===== src/rtl/cnn_pkg.sv =====
// -----------------------------------------------------------------------------
// cnn_pkg
// Shared fixed-point definitions for the CNN datapath stages (MAC neuron,
// sigmoid, later conv/pooling stages).
//   - CNN_DATA_WIDTH / CNN_FRAC_BITS : default signed Qm.f format
//   - fixed_t                         : signed fixed-point word
//   - FIX_MAX / FIX_MIN / FIX_ONE     : format limits and the value 1.0
//   - mac_state_e                     : neuron MAC frame FSM states
//   - sat_fixed()                     : clamp a wide accumulator to fixed_t
// No ports (package).
// -----------------------------------------------------------------------------
package cnn_pkg;

    localparam int CNN_DATA_WIDTH = 32;
    localparam int CNN_FRAC_BITS  = 16;

    // Widest accumulator sat_fixed() accepts; callers sign-extend into it.
    localparam int CNN_ACC_MAX    = 128;

    typedef logic signed [CNN_DATA_WIDTH-1:0] fixed_t;
    typedef logic signed [CNN_ACC_MAX-1:0]    acc_max_t;

    localparam fixed_t FIX_MAX = {1'b0, {(CNN_DATA_WIDTH-1){1'b1}}};
    localparam fixed_t FIX_MIN = {1'b1, {(CNN_DATA_WIDTH-1){1'b0}}};
    localparam fixed_t FIX_ONE = fixed_t'({1'b1, {CNN_FRAC_BITS{1'b0}}});

    // Sized base type keeps the encoding fixed for legacy consumers.
    typedef enum logic [0:0] {
        S_IDLE  = 1'b0,
        S_ACCUM = 1'b1
    } mac_state_e;

    typedef struct packed {
        fixed_t data;
        logic   sat;
    } sat_res_t;

    // Clamp a sign-extended accumulator into the fixed_t range.
    function automatic sat_res_t sat_fixed(input acc_max_t acc);
        sat_res_t r;
        if (acc > acc_max_t'(FIX_MAX)) begin
            r.data = FIX_MAX;
            r.sat  = 1'b1;
        end else if (acc < acc_max_t'(FIX_MIN)) begin
            r.data = FIX_MIN;
            r.sat  = 1'b1;
        end else begin
            r.data = acc[CNN_DATA_WIDTH-1:0];
            r.sat  = 1'b0;
        end
        return r;
    endfunction

endpackage


===== src/rtl/fx_mul_shift.sv =====
// -----------------------------------------------------------------------------
// fx_mul_shift
// Registered full-precision signed fixed-point multiply followed by a
// combinational rescale (arithmetic shift right by FRAC_BITS) and
// sign-extension to OUT_WIDTH. Reusable by any Qm.f datapath stage.
//
// Build option: NEURON_MAC_ROUND_EN
//   defined   -> add 2^(FRAC_BITS-1) before the shift (round half up)
//   undefined -> plain arithmetic shift (truncate toward -inf)
//
// Ports:
//   clk, rst_n  clock / async active-low reset
//   valid_i     operands present; product register loads only then
//   a_i, b_i    signed DATA_WIDTH operands
//   valid_o     product register holds a fresh product this cycle
//   res_o       rescaled product, OUT_WIDTH bits, derived from the register
// -----------------------------------------------------------------------------
module fx_mul_shift #(
    parameter int DATA_WIDTH = 32,
    parameter int FRAC_BITS  = 16,   // must be >= 1
    parameter int OUT_WIDTH  = 56
) (
    input  logic                         clk,
    input  logic                         rst_n,
    input  logic                         valid_i,
    input  logic signed [DATA_WIDTH-1:0] a_i,
    input  logic signed [DATA_WIDTH-1:0] b_i,
    output logic                         valid_o,
    output logic signed [OUT_WIDTH-1:0]  res_o
);

    localparam int PW = 2 * DATA_WIDTH;      // full product width
    localparam int SW = PW + 1 - FRAC_BITS;  // significant bits after shift

    logic signed [PW-1:0] prod_d;
    logic signed [PW-1:0] prod_q;
    logic                 valid_q;
    logic        [PW:0]   prod_x;            // one guard bit for rounding
    logic                 unused_lsbs;

    assign prod_d = PW'(a_i) * PW'(b_i);

    always_ff @(posedge clk or negedge rst_n) begin
        if (!rst_n) begin
            prod_q  <= '0;
            valid_q <= 1'b0;
        end else begin
            valid_q <= valid_i;
            if (valid_i) begin
                prod_q <= prod_d;
            end
        end
    end

`ifdef NEURON_MAC_ROUND_EN
    localparam logic [PW:0] RND_HALF = (PW+1)'(1) << (FRAC_BITS - 1);
    // Cannot overflow: |a*b| <= 2^(PW-2), far below the guard-bit headroom.
    assign prod_x = {prod_q[PW-1], prod_q} + RND_HALF;
`else
    assign prod_x = {prod_q[PW-1], prod_q};
`endif

    // Dropping the low FRAC_BITS of the sign-extended product is the
    // arithmetic shift; the remaining slice is re-extended to OUT_WIDTH.
    generate
        if (OUT_WIDTH > SW) begin : g_ext
            assign res_o = {{(OUT_WIDTH-SW){prod_x[PW]}}, prod_x[PW:FRAC_BITS]};
        end else begin : g_trunc
            assign res_o = prod_x[FRAC_BITS +: OUT_WIDTH];
        end
    endgenerate

    assign unused_lsbs = ^prod_x[FRAC_BITS-1:0];
    assign valid_o     = valid_q;

endmodule


===== src/rtl/neuron_mac.sv =====
// -----------------------------------------------------------------------------
// neuron_mac
// Fixed-point MAC neuron: per frame of N_INPUTS (activation, weight) pairs
// computes bias + sum(x*w) in signed Qm.f, saturates to DATA_WIDTH and emits
// one o_valid strobe. Feeds the sigmoid stage directly (no backpressure).
//
// Build option: NEURON_MAC_ROUND_EN (forwarded to fx_mul_shift) selects
// round-half-up instead of truncation when rescaling each product.
//
// Pipeline:  edge e   : pair sampled, product registered (fx_mul_shift)
//            edge e+1 : rescaled product added into the accumulator
//            edge e+2 : saturated result + o_valid registered (last pair)
//
// Ports:
//   clk, rst_n  clock / async active-low reset
//   i_valid     pair present; every valid cycle is accepted
//   i_data      activation, signed Qm.f
//   i_weight    weight, signed Qm.f
//   i_bias      bias, sampled only with the first pair of a frame
//   o_valid     one-cycle result strobe
//   o_data      saturated result, held between strobes
//   o_sat       result was clipped, held with o_data
//   o_busy      a frame is partially accepted
//
// DATA_WIDTH/FRAC_BITS must match the cnn_pkg fixed_t format, since the
// saturation helper returns fixed_t.
// -----------------------------------------------------------------------------
module neuron_mac
    import cnn_pkg::*;
#(
    parameter int DATA_WIDTH = CNN_DATA_WIDTH,
    parameter int FRAC_BITS  = CNN_FRAC_BITS,
    parameter int N_INPUTS   = 16,
    parameter int ACC_WIDTH  = 56
) (
    input  logic                  clk,
    input  logic                  rst_n,
    input  logic                  i_valid,
    input  logic [DATA_WIDTH-1:0] i_data,
    input  logic [DATA_WIDTH-1:0] i_weight,
    input  logic [DATA_WIDTH-1:0] i_bias,
    output logic                  o_valid,
    output logic [DATA_WIDTH-1:0] o_data,
    output logic                  o_sat,
    output logic                  o_busy
);

    // Counter holds 0..N_INPUTS-1; N_INPUTS==1 never leaves 0.
    localparam int CW = (N_INPUTS > 1) ? $clog2(N_INPUTS) : 1;
    localparam logic [CW-1:0] CNT_LAST = CW'(N_INPUTS - 1);

    // ---------------------------------------------------------------- FSM
    mac_state_e                   state_q, state_d;
    logic        [CW-1:0]         cnt_q, cnt_d;
    logic signed [DATA_WIDTH-1:0] bias_q, bias_d;
    logic                         pair_first, pair_last;

    always_comb begin
        state_d    = state_q;
        cnt_d      = cnt_q;
        bias_d     = bias_q;
        pair_first = 1'b0;
        pair_last  = 1'b0;
        if (i_valid) begin
            pair_first = (state_q == S_IDLE);
            if (pair_first) begin
                bias_d = i_bias;
            end
            if (cnt_q == CNT_LAST) begin
                pair_last = 1'b1;
                cnt_d     = '0;
                state_d   = S_IDLE;
            end else begin
                cnt_d     = cnt_q + CW'(1);
                state_d   = S_ACCUM;
            end
        end
    end

    always_ff @(posedge clk or negedge rst_n) begin
        if (!rst_n) begin
            state_q <= S_IDLE;
            cnt_q   <= '0;
            bias_q  <= '0;
        end else begin
            state_q <= state_d;
            cnt_q   <= cnt_d;
            bias_q  <= bias_d;
        end
    end

    // ------------------------------------------------------ stage 1: multiply
    logic                        s1_vld;
    logic                        s1_first_q, s1_last_q;
    logic signed [ACC_WIDTH-1:0] prod_sh;

    fx_mul_shift #(
        .DATA_WIDTH (DATA_WIDTH),
        .FRAC_BITS  (FRAC_BITS),
        .OUT_WIDTH  (ACC_WIDTH)
    ) u_mul (
        .clk     (clk),
        .rst_n   (rst_n),
        .valid_i (i_valid),
        .a_i     (i_data),
        .b_i     (i_weight),
        .valid_o (s1_vld),
        .res_o   (prod_sh)
    );

    always_ff @(posedge clk or negedge rst_n) begin
        if (!rst_n) begin
            s1_first_q <= 1'b0;
            s1_last_q  <= 1'b0;
        end else begin
            s1_first_q <= pair_first;
            s1_last_q  <= pair_last;
        end
    end

    // --------------------------------------------------- stage 2: accumulate
    // bias_q still holds this frame's bias here: even back-to-back (or with
    // N_INPUTS==1) the next frame's bias lands on the same edge that reads it.
    logic signed [ACC_WIDTH-1:0] bias_ext;
    logic signed [ACC_WIDTH-1:0] acc_q, acc_d;
    logic                        s2_last_q, s2_last_d;

    assign bias_ext = {{(ACC_WIDTH-DATA_WIDTH){bias_q[DATA_WIDTH-1]}}, bias_q};

    always_comb begin
        acc_d     = acc_q;
        s2_last_d = s1_vld & s1_last_q;
        if (s1_vld) begin
            // First pair reseeds from the bias so frames never mix.
            acc_d = (s1_first_q ? bias_ext : acc_q) + prod_sh;
        end
    end

    always_ff @(posedge clk or negedge rst_n) begin
        if (!rst_n) begin
            acc_q     <= '0;
            s2_last_q <= 1'b0;
        end else begin
            acc_q     <= acc_d;
            s2_last_q <= s2_last_d;
        end
    end

    // ------------------------------------------------------- stage 3: output
    sat_res_t                sat_w;
    logic                    o_valid_q, o_valid_d;
    logic [DATA_WIDTH-1:0]   o_data_q, o_data_d;
    logic                    o_sat_q, o_sat_d;

    assign sat_w = sat_fixed(acc_max_t'(acc_q));

    always_comb begin
        o_valid_d = s2_last_q;
        o_data_d  = o_data_q;
        o_sat_d   = o_sat_q;
        if (s2_last_q) begin
            o_data_d = sat_w.data;
            o_sat_d  = sat_w.sat;
        end
    end

    always_ff @(posedge clk or negedge rst_n) begin
        if (!rst_n) begin
            o_valid_q <= 1'b0;
            o_data_q  <= '0;
            o_sat_q   <= 1'b0;
        end else begin
            o_valid_q <= o_valid_d;
            o_data_q  <= o_data_d;
            o_sat_q   <= o_sat_d;
        end
    end

    assign o_valid = o_valid_q;
    assign o_data  = o_data_q;
    assign o_sat   = o_sat_q;
    assign o_busy  = (state_q == S_ACCUM);

endmodule


===== config.mk =====
export PLATFORM = sky130hd
export DESIGN_NAME = neuron_mac
export DESIGN_NICKNAME = d
export VERILOG_FILES = /design/src/rtl/cnn_pkg.sv /design/src/rtl/fx_mul_shift.sv /design/src/rtl/neuron_mac.sv
export SDC_FILE = /design/constraint.sdc
export NUM_CORES = 2
export LEC_CHECK = 0
export BUFFER_PORTS_ARGS = -buffer_cell sky130_fd_sc_hd__buf_2
export CAP_MARGIN = 20
export CORE_MARGIN = 5
export CORE_UTILIZATION = 45
export CTS_CLUSTER_DIAMETER = 50
export DETAILED_ROUTE_END_ITERATION = 8
export PLACE_DENSITY = 0.61
export SLEW_MARGIN = 20
export SYNTH_ARGS = -nofsm -noshare
export SYNTH_HDL_FRONTEND = slang
export SYNTH_SLANG_ARGS = --single-unit
export TNS_END_PERCENT = 50

===== constraint.sdc =====
create_clock -name clk -period 5.1 [get_ports clk]
set_input_delay 0.51 -clock clk [delete_from_list [all_inputs] [get_ports clk]]
set_output_delay 0.51 -clock clk [all_outputs]
set_load 0.1 [all_outputs]

* Word-level counts from Yosys, hierarchy flattened *
Cells that the tools add are included.

storage, ports and cells
  bits in registers = 195
  output and inout port bits = 35

operators by class
  add/sub/neg operators = 2
  multiply operators = 1
  $lt $le $gt $ge = 2
  equal/unequal tests = 1
  multiplexer cells = 8
  bitwise operators = 2
  reductions and logical operators = 1

operators by type and width
  operator                number
  $mux W33                2
  $mul A32 B32 Y64        1
  $add A56 B48 Y56        1
  $gt A56 B32 Y1 const B  1
  $lt A56 B32 Y1 const B  1
  $mux W56                1
  $add A4 B1 Y4 const B   1
  $eq A4 B4 Y1 const B    1
  $mux W1                 4
  $mux W4                 1
  $reduce_and A2 Y1       1
  $and A1 B1 Y1           1
  $not A1 Y1              1

* Depth between registers and ports, before layout *
  depth after elaboration = 3
  depth in mapped cells = 30
  mapped depth without buffers = 29

* Hierarchy *
A second synthesis with hierarchy kept.

second synthesis, totals
  cells, all modules = 4877
  area, all modules = 46308.2 um2

by module, submodules not included
  module        instances  cells an instance  area each (um2)  seq. area each (um2)
  fx_mul_shift  1          3925               37496.0          1226.2
  neuron_mac    1          952                8812.2           3253.1

* Worst setup path after synthesis *
No wires, ideal clock.

  path kind = input-to-reg
  start = input i_data[31]
  end = register u_mul.prod_q[61]
  setup time = 0.125 ns
  data arrival time = 7.777 ns
  slack = -2.801 ns
  stages on the path = 27
  buffers on the path = 1
  cell sequence = clkbuf_1 > nand2_1 > inv_1 > fa_1 > inv_1 > fa_1 > inv_1 > fa_1 > fa_1 > fa_1 > inv_1 > fa_1 > fa_1 > fa_1 > inv_1 > ha_1 > a21o_1 > a21o_1 > a21oi_1 > nor2b_1 > o21a_1 > o21ai_0 > nand2b_1 > a211oi_1 > o31ai_1 > xor2_1 > mux2_2

between the ends
  longest elaborated chain between the ends = 1

ends and longest elaborated chain
  element               RTL line            RTL
  start, declared       neuron_mac.sv:39    input logic [DATA_WIDTH-1:0] i_data,
  $mul A32 B32 Y64      fx_mul_shift.sv:41  assign prod_d = PW'(a_i) * PW'(b_i);
  end signal, assigned  fx_mul_shift.sv:50  prod_q <= prod_d;
  end, declared         fx_mul_shift.sv:36  logic signed [PW-1:0] prod_q;

Every way passes these cells.
A chain may end at the register's enable or synchronous reset.

* Worst setup path in the final report *
  start = input i_data[16]
  end = register u_mul.prod_q[47]

The elaborated chain is that of the path after synthesis.

==> metrics.txt <==
run status finished, violations left; violations in the final reports setup timing; fraction of final layout cells sized beyond drive strength 1 about 20%; worst slack on hold paths between 90 and 100 ps; worst r2r dst acc_q[52]; first drt pass iteration count 5; CTS Buf Count 17; worst-path maximum fanout 13; share of synthesized registers carrying an async set or reset 100%; commonest non-fill, non-tap cell in the layout fa_1; Peak Freq roughly 140 MHz; initial cell density of the core between 40% and 50%; Min Clock Period, post-route roughly 7000 ps; Yosys reg bits ~180; total length of routed wires ~120 mm; Layout Area Growth over Synthesis 18.0%; Max Transition Viols Final 0; buffer levels on the longest clock path 2; Clk Tree Root Cell clkbuf_16; Core Region 102000 µm²; height of the die approximately 330 µm; clock tree from TritonCTS built; final weighted congestion of routability-driven global placement 0.871; worst slew margin relative to its limit between 30% and 40%; worst-case setup margin in the final layout -2110 ps; Top-Level Pins roughly 130; average size of a mapped cell about 9.5 µm²; hold violation count in the final report 0; residual overflow from global routing 0; Starting DRT DRC Count roughly 1600; final routed wire length divided by cell count approximately 18 µm; required time of the worst setup path roughly 5400 ps; startpoint class of the critical path input pin; post-CTS clock slew at the launch and capture registers of the worst setup and hold paths approximately 80 ps; data arrival time of the worst path 7530 ps; number of levels the H-tree was split into 4; number of standard-cell rows in the floorplan approximately 120; clock network latency to the later pin of the worst-skew pair between 400 and 500 ps; count of yosys warnings during synthesis 0; sequential-to-total area share from yosys stat roughly 9.7%; number of distinct standard cells referenced by the synthesized netlist 72; Post-layout nets between 6000 and 7000; instance count of the mapped netlist slightly below 5000; startpoint of the lowest-slack register-to-register path s1_first_q; slew of the pin with the lowest slew margin 1050 ps; final core utilization a little over half; total via count after detailed routing between 30000 and 40000; commonest non-fill, non-tap cells in the layout 1028 x fa_1, 1010 x inv_1, 560 x nand2_1, 482 x and2_1, 406 x buf_4; DRC violation count after routing 0; crit share post-route 141%; via count of the first global-routing pass 37700; Sinks on Clock Net 179; PortBufs about 130; classification of the worst-slack hold path input pin to asynchronous set/reset pin; Mapped Nets 6259; final-layout fill cell count around 9200; reported max-cap violation count 0; setup repair after global routing missed its margin yes; die extent in x approximately 330 µm; Setup Crit Path Kind input pin to register; wire length of the first global-routing pass 199 mm; prevailing post-synth register cell dfrtp_1; number of cell instances on the worst register-to-register path 15; Fin Clk Skew around 14 ps; via count normalized by instance count approximately 5; number of antenna violations at the first check in global routing 2; Post-synth EDFFs 0; total routing resource utilization after global routing between 20% and 30%; number of nets with antenna violations after detailed routing 0; final setup violating endpoints 48; maximum number of pins on one net before global-route repair 98; post-synth design cell area approximately 46000 µm²; placed wire-length estimate 102 mm; die area 109000 µm²; reg2reg setup slack 600 ps; CP Capture Type register
## worst max-delay path, stage by stage
cell and delay [ps]:
buf_6 140, and2_4 170, fa_1 520, fa_1 430, fa_1 510, inv_2 40, fa_1 550, inv_2 50
fa_1 560, fa_2 460, fa_2 620, fa_2 460, ha_4 180, a21o_1 150, a21oi_2 120, nor2b_2 70
a311oi_4 320, and2_4 230, a21oi_4 70, o311ai_4 420, nand2_2 120, a31o_4 270, a21oi_4 140, xnor2_2 120
mux2_4 280
## how the worst max path moves through the flow
| stage | depth (start not counted) | startpoint | to | slack, ps |
|---|---|---|---|---|
| after CTS | 27 | i_data[13] | u_mul.prod_q[59] | -2130 |
| final | 25 | i_data[16] | u_mul.prod_q[47] | -2110 |
| after global placement | 27 | i_weight[3] | u_mul.prod_q[54] | -2860 |
| after floorplan | 25 | i_weight[13] | u_mul.prod_q[61] | -2250 |
| after global routing | 27 | i_weight[6] | u_mul.prod_q[59] | -2280 |
| after detailed placement | 26 | i_weight[11] | u_mul.prod_q[54] | -2880 |
## layer usage
metal	global-route usage (%)	up-vias	wire [µm]
met4	7.31	0	4510
met1	28.6	17500	48900
li1	-	15200	-
met3	2.03	250	3550
met5	0	-	0
met2	42.2	636	63600
## kinds of logic after synthesis
kind of cell	Yosys count	synth area share, %
buffers and inverters	1299	10.6
DFF	179	9.74
AOI/OAI and AO/OA	454	6.16
xor gates and xnor gates	104	1.98
muxes	138	3.36
adders and majority gates	1318	53.5
and+or+nand+nor	1350	14.7
## cell usage after synthesis (9+ instances only)
cell / instances / area [µm²]
a31oi_1: 12 / 75.1
fa_1: 1082 / 21700
o21bai_1: 15 / 113
ha_1: 236 / 2950
nand4_1: 31 / 194
o21a_1: 18 / 135
inv_1: 1044 / 3920
mux2_2: 126 / 1420
nand3_1: 28 / 140
clkbuf_1: 249 / 935
and3_1: 11 / 68.8
mux2i_1: 11 / 110
a211oi_1: 10 / 75.1
a21o_1: 60 / 450
and2_1: 514 / 3220
o21ai_0: 93 / 465
xnor2_1: 68 / 596
nor2_1: 105 / 394
dfrtp_1: 179 / 4480
nand2b_1: 20 / 125
nor2b_1: 17 / 106
nand2_1: 573 / 2150
o21ai_1: 9 / 45.0
xor2_1: 36 / 315
nor3_1: 11 / 55.1
a21oi_1: 177 / 886
## per-stage QoR
| stage | setup TNS, ps | cell area, µm² | cells | setup slack (ps) |
|---|---|---|---|---|
| after floorplan | -78820 | 46600 | 4842 | -2250 |
| after global placement | -115570 | 51600 | 6529 | -2860 |
| after detailed placement | -116260 | 51600 | 6529 | -2880 |
| after CTS | -80630 | 53400 | 6592 | -2130 |
| after global routing | -90780 | 54300 | 6615 | -2280 |
| final | -81180 | 54300 | 6616 | -2110 |
## flip-flops by register name, indices dropped and copies added, names as in the netlist
register       flops
s1_last_q          1
o_valid            1
o_valid_d          1
cnt_q              4
acc_q             56
o_busy             1
s1_first_q         1
u_mul.prod_q      48
u_mul.valid_o      1
bias_q            32
o_data            32
o_sat              1
## area by class of cell
cell class / instances / area [µm²] / share of cell area, %
Clock buffer: 18 / 429 / 0.790
Sequential cell: 179 / 4480 / 8.26
Inverter: 1045 / 3930 / 7.23
Tap cell: 1368 / 1710 / 3.15
Antenna cell: 2 / 5.00 / 0.00922
Timing Repair Buffer: 626 / 5680 / 10.5
Clock inverter: 14 / 161 / 0.297
Multi-Input combinational cell: 3364 / 37900 / 69.8
## timing repair
action                                  4_1_cts  5_1_grt
endpoints found under the setup margin       48       48
hold buffers                                  0        0
resized for setup                           253      164
cloned                                        2        5
pin swaps                                   134      141
setup buffers                                31       17
Power is not shown: default switching activity piles up to over one toggle a cycle in this logic, so the estimate is an artifact.
